### src/rtl/ram_write_sequencer_if.sv
// Control, RAM write port and status signals of the RAM write-pattern sequencer.
interface ram_write_sequencer_if #(
   parameter int unsigned NUM_WORDS = 4,
   parameter int unsigned WORD_W    = 16,
   parameter int unsigned ADDR_W    = 14
);
   logic                          i_enable;
   logic [15:0]                   i_interval;
   logic [15:0]                   i_burst_len;
   logic                          i_ram_ready;
   logic                          o_wr_en;
   logic [ADDR_W-1:0]             o_addr;
   logic [NUM_WORDS*WORD_W-1:0]   o_data;
   logic                          o_wrap;
   logic                          o_done;
   logic                          o_busy;
   logic [31:0]                   o_write_count;

   // Sequencer side.
   modport master (
      input  i_enable, i_interval, i_burst_len, i_ram_ready,
      output o_wr_en, o_addr, o_data, o_wrap, o_done, o_busy, o_write_count
   );

   // Controller / RAM side.
   modport slave (
      output i_enable, i_interval, i_burst_len, i_ram_ready,
      input  o_wr_en, o_addr, o_data, o_wrap, o_done, o_busy, o_write_count
   );
endinterface

### src/rtl/ram_write_sequencer.sv
// Periodic multi-word RAM write generator with ready/valid backpressure,
// start delay, inter-write gap, burst/free-run modes and wrap/done pulses.
module ram_write_sequencer #(
   parameter int unsigned NUM_WORDS   = 4,
   parameter int unsigned WORD_W      = 16,
   parameter int unsigned ADDR_W      = 14,
   parameter int unsigned START_DELAY = 4,
   parameter int unsigned WRAP_TO     = 1
) (
   input logic                   i_clk,
   input logic                   i_rst,
   ram_write_sequencer_if.master bus
);

   localparam int unsigned DATA_W = NUM_WORDS * WORD_W;

   typedef enum logic [1:0] {StIdle, StInit, StWrite, StWait} state_e;

   state_e              state_q, state_d;
   logic [31:0]         dly_cnt_q, dly_cnt_d;
   logic [15:0]         gap_cnt_q, gap_cnt_d;
   logic [15:0]         interval_q, interval_d;
   logic [15:0]         burst_len_q, burst_len_d;
   logic [15:0]         burst_cnt_q, burst_cnt_d;
   logic                wr_en_q, wr_en_d;
   logic [ADDR_W-1:0]   addr_q, addr_d;
   logic [DATA_W-1:0]   data_q, data_d;
   logic                wrap_q, wrap_d;
   logic                done_q, done_d;
   logic [31:0]         write_count_q, write_count_d;

   logic                start;
   logic                issue;
   logic                accept;
   logic                burst_end;

   // State register.
   always_ff @(posedge i_clk) begin
      if (i_rst) begin
         state_q <= StIdle;
      end else begin
         state_q <= state_d;
      end
   end

   // Next-state logic and the per-edge events that drive the datapath.
   always_comb begin
      state_d   = state_q;
      start     = 1'b0;
      issue     = 1'b0;
      accept    = 1'b0;
      burst_end = 1'b0;
      unique case (state_q)
         StIdle: begin
            if (bus.i_enable) begin
               start   = 1'b1;
               state_d = StInit;
            end
         end
         StInit: begin
            // Counter starts at 0 the cycle after enable is sampled, so the
            // strict compare puts the first issue START_DELAY+2 edges after it.
            if (!bus.i_enable) begin
               state_d = StIdle;
            end else if (dly_cnt_q > START_DELAY) begin
               issue   = 1'b1;
               state_d = StWrite;
            end
         end
         StWrite: begin
            if (bus.i_ram_ready) begin
               accept = 1'b1;
               if ((burst_len_q != 16'd0) && ((burst_cnt_q + 16'd1) == burst_len_q)) begin
                  burst_end = 1'b1;
                  state_d   = StIdle;
               end else if (!bus.i_enable) begin
                  state_d = StIdle;
               end else begin
                  state_d = StWait;
               end
            end
         end
         StWait: begin
            if (!bus.i_enable) begin
               state_d = StIdle;
            end else if (({1'b0, gap_cnt_q} + 17'd1) >= {1'b0, interval_q}) begin
               issue   = 1'b1;
               state_d = StWrite;
            end
         end
         default: state_d = StIdle;
      endcase
   end

   // Datapath next-state: counters, address/data pattern and status pulses.
   always_comb begin
      dly_cnt_d     = dly_cnt_q;
      gap_cnt_d     = gap_cnt_q;
      interval_d    = interval_q;
      burst_len_d   = burst_len_q;
      burst_cnt_d   = burst_cnt_q;
      wr_en_d       = wr_en_q;
      addr_d        = addr_q;
      data_d        = data_q;
      wrap_d        = 1'b0;
      done_d        = burst_end;
      write_count_d = write_count_q;

      if (start) begin
         dly_cnt_d   = '0;
         burst_cnt_d = '0;
         burst_len_d = bus.i_burst_len;
      end
      if ((state_q == StInit) && !issue) begin
         dly_cnt_d = dly_cnt_q + 32'd1;
      end
      if ((state_q == StWait) && !issue) begin
         gap_cnt_d = gap_cnt_q + 16'd1;
      end
      if (issue) begin
         wr_en_d = 1'b1;
         wrap_d  = (addr_q == '1);
         addr_d  = (addr_q == '1) ? ADDR_W'(WRAP_TO) : addr_q + ADDR_W'(1);
         for (int unsigned k = 0; k < NUM_WORDS; k++) begin
            data_d[k*WORD_W +: WORD_W] = data_q[k*WORD_W +: WORD_W] + WORD_W'(NUM_WORDS);
         end
      end
      if (accept) begin
         wr_en_d       = 1'b0;
         write_count_d = write_count_q + 32'd1;
         burst_cnt_d   = burst_cnt_q + 16'd1;
         interval_d    = (bus.i_interval == 16'd0) ? 16'd1 : bus.i_interval;
         gap_cnt_d     = '0;
      end
   end

   // Datapath registers; reset restarts the address/data sequence.
   always_ff @(posedge i_clk) begin
      if (i_rst) begin
         dly_cnt_q     <= '0;
         gap_cnt_q     <= '0;
         interval_q    <= 16'd1;
         burst_len_q   <= '0;
         burst_cnt_q   <= '0;
         wr_en_q       <= 1'b0;
         addr_q        <= '0;
         for (int unsigned k = 0; k < NUM_WORDS; k++) begin
            data_q[k*WORD_W +: WORD_W] <= WORD_W'(k);
         end
         wrap_q        <= 1'b0;
         done_q        <= 1'b0;
         write_count_q <= '0;
      end else begin
         dly_cnt_q     <= dly_cnt_d;
         gap_cnt_q     <= gap_cnt_d;
         interval_q    <= interval_d;
         burst_len_q   <= burst_len_d;
         burst_cnt_q   <= burst_cnt_d;
         wr_en_q       <= wr_en_d;
         addr_q        <= addr_d;
         data_q        <= data_d;
         wrap_q        <= wrap_d;
         done_q        <= done_d;
         write_count_q <= write_count_d;
      end
   end

   // Outputs straight from registers; busy decoded from state.
   always_comb begin
      bus.o_wr_en       = wr_en_q;
      bus.o_addr        = addr_q;
      bus.o_data        = data_q;
      bus.o_wrap        = wrap_q;
      bus.o_done        = done_q;
      bus.o_busy        = (state_q != StIdle);
      bus.o_write_count = write_count_q;
   end

endmodule

### src/flat_wrapper.sv
// flat-port wrapper written by rule: the top's interface ports become plain ports
module ram_write_sequencer_flat 
#(
   parameter int unsigned NUM_WORDS   = 4,
   parameter int unsigned WORD_W      = 16,
   parameter int unsigned ADDR_W      = 14,
   parameter int unsigned START_DELAY = 4,
   parameter int unsigned WRAP_TO     = 1
)
  (i_clk, i_rst, bus_i_enable, bus_i_interval, bus_i_burst_len, bus_i_ram_ready, bus_o_wr_en, bus_o_addr, bus_o_data, bus_o_wrap, bus_o_done, bus_o_busy, bus_o_write_count);
  ram_write_sequencer_if #(.NUM_WORDS(NUM_WORDS), .WORD_W(WORD_W), .ADDR_W(ADDR_W)) bus_i ();
  input logic i_clk;
  input logic i_rst;
  input wire logic [$bits(bus_i.i_enable)-1:0] bus_i_enable;
  input wire logic [$bits(bus_i.i_interval)-1:0] bus_i_interval;
  input wire logic [$bits(bus_i.i_burst_len)-1:0] bus_i_burst_len;
  input wire logic [$bits(bus_i.i_ram_ready)-1:0] bus_i_ram_ready;
  output wire logic [$bits(bus_i.o_wr_en)-1:0] bus_o_wr_en;
  output wire logic [$bits(bus_i.o_addr)-1:0] bus_o_addr;
  output wire logic [$bits(bus_i.o_data)-1:0] bus_o_data;
  output wire logic [$bits(bus_i.o_wrap)-1:0] bus_o_wrap;
  output wire logic [$bits(bus_i.o_done)-1:0] bus_o_done;
  output wire logic [$bits(bus_i.o_busy)-1:0] bus_o_busy;
  output wire logic [$bits(bus_i.o_write_count)-1:0] bus_o_write_count;
  assign bus_i.i_enable = bus_i_enable;
  assign bus_i.i_interval = bus_i_interval;
  assign bus_i.i_burst_len = bus_i_burst_len;
  assign bus_i.i_ram_ready = bus_i_ram_ready;
  assign bus_o_wr_en = bus_i.o_wr_en;
  assign bus_o_addr = bus_i.o_addr;
  assign bus_o_data = bus_i.o_data;
  assign bus_o_wrap = bus_i.o_wrap;
  assign bus_o_done = bus_i.o_done;
  assign bus_o_busy = bus_i.o_busy;
  assign bus_o_write_count = bus_i.o_write_count;
  ram_write_sequencer #(.NUM_WORDS(NUM_WORDS), .WORD_W(WORD_W), .ADDR_W(ADDR_W), .START_DELAY(START_DELAY), .WRAP_TO(WRAP_TO)) u_core (.i_clk(i_clk), .i_rst(i_rst), .bus(bus_i));
endmodule
### config.mk
export PLATFORM = sky130hd
export DESIGN_NAME = ram_write_sequencer_flat
export DESIGN_NICKNAME = d
export VERILOG_FILES = /design/src/rtl/ram_write_sequencer_if.sv /design/src/rtl/ram_write_sequencer.sv /design/src/flat_wrapper.sv
export SDC_FILE = /design/constraint.sdc
export NUM_CORES = 1
export LEC_CHECK = 0
export ABC_AREA = 1
export ABC_CLOCK_PERIOD_IN_PS = 3100
export CAP_MARGIN = 20
export CELL_PAD_IN_SITES_DETAIL_PLACEMENT = 0
export CELL_PAD_IN_SITES_GLOBAL_PLACEMENT = 1
export CORE_ASPECT_RATIO = 1.2
export CORE_UTILIZATION = 36
export DETAILED_ROUTE_END_ITERATION = 12
export MAX_ROUTING_LAYER = met4
export PLACE_DENSITY_LB_ADDON = 0.1
export SETUP_SLACK_MARGIN = 0.1
export SLEW_MARGIN = 40
export SYNTH_ARGS = -nofsm -noshare
export SYNTH_HDL_FRONTEND = slang
export SYNTH_SLANG_ARGS = --single-unit
### constraint.sdc
create_clock -name i_clk -period 3.1 [get_ports i_clk]
set_clock_uncertainty 0.05 [all_clocks]
set_input_delay 0.465 -clock i_clk [delete_from_list [all_inputs] [get_ports i_clk]]
set_output_delay 0.465 -clock i_clk [all_outputs]
set_load 0.02 [all_outputs]
==> impl_metrics.yaml, run 1 <==
status:
  outcome: "finished, violations left"
  violations: "negative setup slack"
die:
  core_area_um2: 29800
  initial_core_util: 0.369
  die_y_um: 193
  die_x_um: 161
  die_area_um2: 31200
  rows: 69
  ios: 150
synth:
  synth_edf_count: 0
  ys.flop_type: "dfxtp_1"
  synth.distinct_cells: 48
  ys_ff_latch: 203
  syn_area_um2: 11000
  synthArstFlopShare: 0
  synth_top_cell_by_area: "dfxtp_1"
  synth_top_cells_by_area: "dfxtp_1 37%, nand2_1 13%, inv_1 7.8%, a21oi_1 6.2%, nor2_1 5.9%"
  synth_top_area_share: 0.370
  synth_area_per_cell_um2: 6.67
  ys_seq_area_frac: 0.370
  synth-warning-count: 0
  syn_inst: 1646
routing:
  drt_wl_total_um: 32200
  vias: 10900
  drcViolationCount: 0
  via_per_inst: 4.85
  drtIter0Drc: 402
  routedWlPerCell_um: 14.4
  first_pass_iters: 5
  ant_nets: 0
clock_network:
  cts-htree-levels: 1
  ctsRootBufferMaster: "clkbuf_16"
  cts_tree: "yes"
  clockBufferDepth: 3
  clk_latency_ns: 0.52
  cts.sinks: 203
  ctsHoldBuffers: 0
  cts_buffers: 25
  clk_pin_slew_ns: 0.06
cells_and_area:
  fin_area_um2: 14600
  fin_nets: 1894
  stdcell_count: 2239
  drive_above_1_share: 0.128
  mostFrequentLayoutCells: "349 x nand2_1, 220 x inv_1, 199 x dfxtp_1"
  final_util: 0.490
  layout_commonest_cell: "nand2_1"
  diodes: 0
  syn2layout_area_growth_pct: 33.0
timing:
  final_max_slew_viol_count: 0
  fin_crit_ns: 3.15
  hold_viol_final: 0
  layout_setup_ws_ns: -0.0491
  setup_viol: 23
  totalNegativeSetupSlack_ns: -0.540
  hold-worst-slack_ns: 0.326
  worst_pin_slew_ns: 0.778
  post-route-period-util: 1.02
  relSlewSlack: 0.481
  max_freq_ghz: 0.318
  rsz0062_at_grt: "yes"
critical_path:
  startpoint_type: "register"
  reg2regPathDepth: 20
  crit_path_end: "u_core.dly_cnt_q[27]"
  r2r-end: "u_core.dly_cnt_q[27]"
  critPathBufInv: 1
  critPathArrivalTime_ns: 3.54
  crit_slowest_cell: "dfxtp_2"
  required_ns: 3.49
  crit_type: "reg -> reg"
  reg2reg_slack_ns: -0.05
  cp_cell_sequence: "ha_4 > nand3_4 > nor2_4 > nand2_4 > nor2_4 > nand3_4 > nor2_4 > xor2_2 > ha_1 > a21oi_1 > nor2_2 > nor3_2 > o21ai_1 > nor2_1 > nand2_2 > nand2_4 > nand2_4 > buf_12 > or2_2 > a21oi_1"
  cp_max_fo: 7
  cp.depth: 20
  end_kind: "register"
  startpoint: "u_core.gap_cnt_q[1]"
  reg2reg_from: "u_core.gap_cnt_q[1]"
  slowest_delay_ns: 0.38
  cpLargestDelayFamily: "simple AND/OR/NAND/NOR gates"
global_routing:
  grt_pass1_wl_um: 51800
  antenna_found_initial: 0
  grt_max_degree: 85
  grt_overflow_total: 0
  grt_pass1_vias: 10500
  track_usage: 0.208
placed_design:
  dp_hpwl_um: 22900
  placed_area_um2: 13000
  pre_cts_ws_ns: -0.203
  place.gp.congestion: 0.889
  port_buffers: 141
  dp.cells: 2166
job:
  maxCapViolCount: 0
worst_hold_path:
  whs_path_depth: 2
  hp-class: "in -> reg"
power_and_ir_drop:
  power.leakage_nw: 5.22
  pwr_density_cell_nw_per_um2: 512
  p_total_mw: 7.48
  peakVddDrop_mv: 0.394
power by group:
group | leakage, nW | switching, mW | total, mW | internal [mW]
Combinational | 3.19 | 1.05 | 1.77 | 0.722
Clock | 0.391 | 1.14 | 2.84 | 1.71
Sequential | 1.64 | 0.120 | 2.87 | 2.75
Total | 5.22 | 2.30 | 7.48 | 5.18
cells in the mapped netlist (6+ instances only):
library cell	number
o21ai_0	104
nor2_2	9
dfxtp_1	203
buf_4	8
and3_1	7
a211oi_1	6
buf_2	13
inv_1	227
nor2_1	172
xor2_1	38
or2_2	12
nor3_1	65
nor3b_1	6
nand4_1	25
xnor2_1	11
nand3_1	101
nor4_1	21
nand2_1	368
clkbuf_1	30
a21oi_1	137
ha_1	26
per-layer routing:
layer | vias to the layer above | routed length (um) | GRT usage
li1 | 5670 | - | -
met1 | 4963 | 14100 | 0.241
met2 | 171 | 15900 | 0.365
met3 | 48 | 1450 | 0.0360
met4 | 0 | 774 | 0.0556
met5 | - | 0 | -
registers in the layout, summed over array words and instances, names as in the netlist:
register / cells
u_core.burst_len_q: 16
u_core.gap_cnt_q: 16
u_core.bus.o_done: 1
u_core.interval_q: 16
u_core.burst_cnt_q: 16
u_core.bus.o_addr: 14
u_core.dly_cnt_q: 32
u_core.bus.o_wr_en: 1
u_core.state_q: 2
u_core.bus.o_wrap: 1
u_core.bus.o_data: 56
u_core.bus.o_write_count: 32
final cells by class:
class                      instances  area [um2]
timing repair buffer             208        2170
clock buffer                      39         738
tap                              390         488
sequential                       203        4070
clock inverter                     5        53.8
fill                            3086       15200
multi-input combinational       1162        6190
inverter                         232         891
worst min-delay path by stage:
stage	start	to	slack, ns
global route	i_rst	u_core.burst_cnt_q[2]	0.32
global placement	u_core.dly_cnt_q[4]	u_core.dly_cnt_q[4]	0.40
floorplan	u_core.dly_cnt_q[4]	u_core.dly_cnt_q[4]	0.39
finish	i_rst	u_core.burst_cnt_q[11]	0.33
detailed placement	u_core.bus.o_addr[8]	u_core.bus.o_addr[8]	0.41
CTS	i_rst	u_core.burst_cnt_q[2]	0.31
what timing repair did:
item	CTS	global route
cloned	1	4
setup endpoints to repair	120	122
hold endpoints to repair	0	0
resized for setup	31	130
pin swaps	7	23
setup buffers	7	17
cells by family after synthesis:
family	synth area share
AOI/OAI and AO/OA	0.125
DFF	0.370
adders and majority gates	0.0296
and+or+nand+nor	0.327
buffers and inverters	0.104
xor gates and xnor gates	0.0432
other	0.000684
No activity file was read; power rests on OpenSTA's default activity.
==> run 2, diff against run 1 <==
--- a/config.mk
+++ b/config.mk
@@ -11,6 +11,7 @@
 export CELL_PAD_IN_SITES_DETAIL_PLACEMENT = 0
 export CELL_PAD_IN_SITES_GLOBAL_PLACEMENT = 1
 export CORE_ASPECT_RATIO = 1.2
+export CORE_MARGIN = 2
 export CORE_UTILIZATION = 36
 export DETAILED_ROUTE_END_ITERATION = 12
 export MAX_ROUTING_LAYER = met4
==> impl_metrics.yaml, run 2 (synthesis gave the netlist of run 1 again) <==
die:
  die_x_um: 163
  rows: 70
  ios: 150
  die_y_um: 195
  core_area_um2: 30200
  die_area_um2: 31900
  initial_core_util: 0.363
critical_path:
  required_ns: 3.42
  cpLargestDelayFamily: "simple AND/OR/NAND/NOR gates"
  end_kind: "register"
  critPathArrivalTime_ns: 3.52
  critPathBufInv: 2
  startpoint_type: "register"
  cp_max_fo: 14
  crit_slowest_cell: "dfxtp_4"
  cp_cell_sequence: "ha_4 > nand3_4 > nor2_4 > nand2_4 > nor2_4 > nand3_4 > nor2_4 > xor2_2 > ha_1 > a21oi_2 > nor2_1 > nor3_1 > o21ai_1 > nor2_1 > nand2_4 > nand2_8 > nand2_8 > nand2_4 > inv_4 > buf_12 > nand2_2 > a21oi_2"
  reg2reg_slack_ns: -0.10
  crit_type: "reg -> reg"
  slowest_delay_ns: 0.37
cells_and_area:
  syn2layout_area_growth_pct: 33.6
  layout_commonest_cell: "nand2_1"
  drive_above_1_share: 0.136
  diodes: 0
  final_util: 0.485
  fin_nets: 1893
  fillers: 3098
  mostFrequentLayoutCells: "344 x nand2_1, 221 x inv_1, 199 x dfxtp_1"
  stdcell_count: 2245
  largest_reg_flops: 56
  fin_area_um2: 14700
job:
  maxCapViolCount: 0
placed_design:
  place.gp.congestion: 0.875
  port_buffers: 141
  placed_area_um2: 13100
  dp_hpwl_um: 23100
  dp.cells: 2173
  pre_cts_ws_ns: -0.216
timing:
  post-route-period-util: 1.03
  setup_viol: 72
  hold_viol_final: 0
  final_max_slew_viol_count: 0
  hold-worst-slack_ns: 0.359
  fin_crit_ns: 3.20
  max_freq_ghz: 0.312
  totalNegativeSetupSlack_ns: -4.09
  layout_setup_ws_ns: -0.101
  rsz0062_at_grt: "yes"
  worst_pin_slew_ns: 0.719
  relSlewSlack: 0.520
power_and_ir_drop:
  peakVddDrop_mv: 0.408
  pwr_density_cell_nw_per_um2: 526
  p_total_mw: 7.72
  power.leakage_nw: 5.26
clock_network:
  cts.sinks: 203
  cts_buffers: 25
  cts-htree-levels: 1
  clk_latency_ns: 0.53
  ctsRootBufferMaster: "clkbuf_16"
  clockBufferDepth: 3
  cts_tree: "yes"
  clk_pin_slew_ns: 0.06
global_routing:
  grt_pass1_wl_um: 51900
  grt_overflow_total: 0
  antenna_found_initial: 0
  grt_max_degree: 76
  grt_pass1_vias: 10600
  track_usage: 0.204
status:
  outcome: "finished, violations left"
  violations: "negative setup slack"
routing:
  drcViolationCount: 0
  ant_nets: 0
  drt_wl_total_um: 32600
  vias: 10800
  drtIter0Drc: 462
  first_pass_iters: 5
  via_per_inst: 4.83
  routedWlPerCell_um: 14.5
worst_hold_path:
  hp-class: "in -> reg"
==> run 2: where the power goes <==
part | switching (mW) | total (mW) | leakage, nW | internal (mW)
Combinational | 1.10 | 1.85 | 3.19 | 0.755
Clock | 1.18 | 3.00 | 0.427 | 1.82
Sequential | 0.118 | 2.87 | 1.64 | 2.75
Total | 2.39 | 7.72 | 5.26 | 5.33
==> run 2: final timing paths <==
kind / from / to / cells past startpoint
max: u_core.gap_cnt_q[1] / u_core.dly_cnt_q[26] / 22
min: i_rst / u_core.bus.o_done / 4
max reg2reg: u_core.gap_cnt_q[1] / u_core.dly_cnt_q[26] / 22
min reg2reg: u_core.dly_cnt_q[4] / u_core.dly_cnt_q[4] / 2
==> run 2: cell type report <==
type                       instances  area [um2]  area share
clock buffer                      37         781      0.0532
tap                              396         495      0.0338
sequential                       203        4080       0.278
timing repair buffer             207        2120       0.145
multi-input combinational       1162        6240       0.425
inverter                         232         878      0.0599
clock inverter                     8        75.1     0.00512
==> run 2: worst register-to-register path: stages (launching register included) <==
cell and delay, ns:
dfxtp_4 0.37, ha_4 0.15, nand3_4 0.07, nor2_4 0.15, nand2_4 0.08, nor2_4 0.12
nand3_4 0.11, nor2_4 0.15, xor2_2 0.17, ha_1 0.28, a21oi_2 0.13, nor2_1 0.05
nor3_1 0.14, o21ai_1 0.09, nor2_1 0.17, nand2_4 0.10, nand2_8 0.15, nand2_8 0.10
nand2_4 0.10, inv_4 0.05, buf_12 0.15, nand2_2 0.07, a21oi_2 0.05
==> run 2: repair_timing <==
action                     in CTS  in global routing
pin swaps                      10                 18
cloned                          0                  5
setup buffers                  13                  9
setup endpoints to repair     122                122
resized for setup              49                102
hold buffers                    0                  0
==> run 2: per-layer routing <==
layer / part of all wire / track usage / routed length (um) / vias up
met5: 0 / - / 0 / -
met4: 0.021 / 0.0498 / 688 / 0
met3: 0.041 / 0.0353 / 1330 / 38
met2: 0.51 / 0.368 / 16500 / 151
met1: 0.43 / 0.232 / 14100 / 4979
li1: - / - / - / 5674
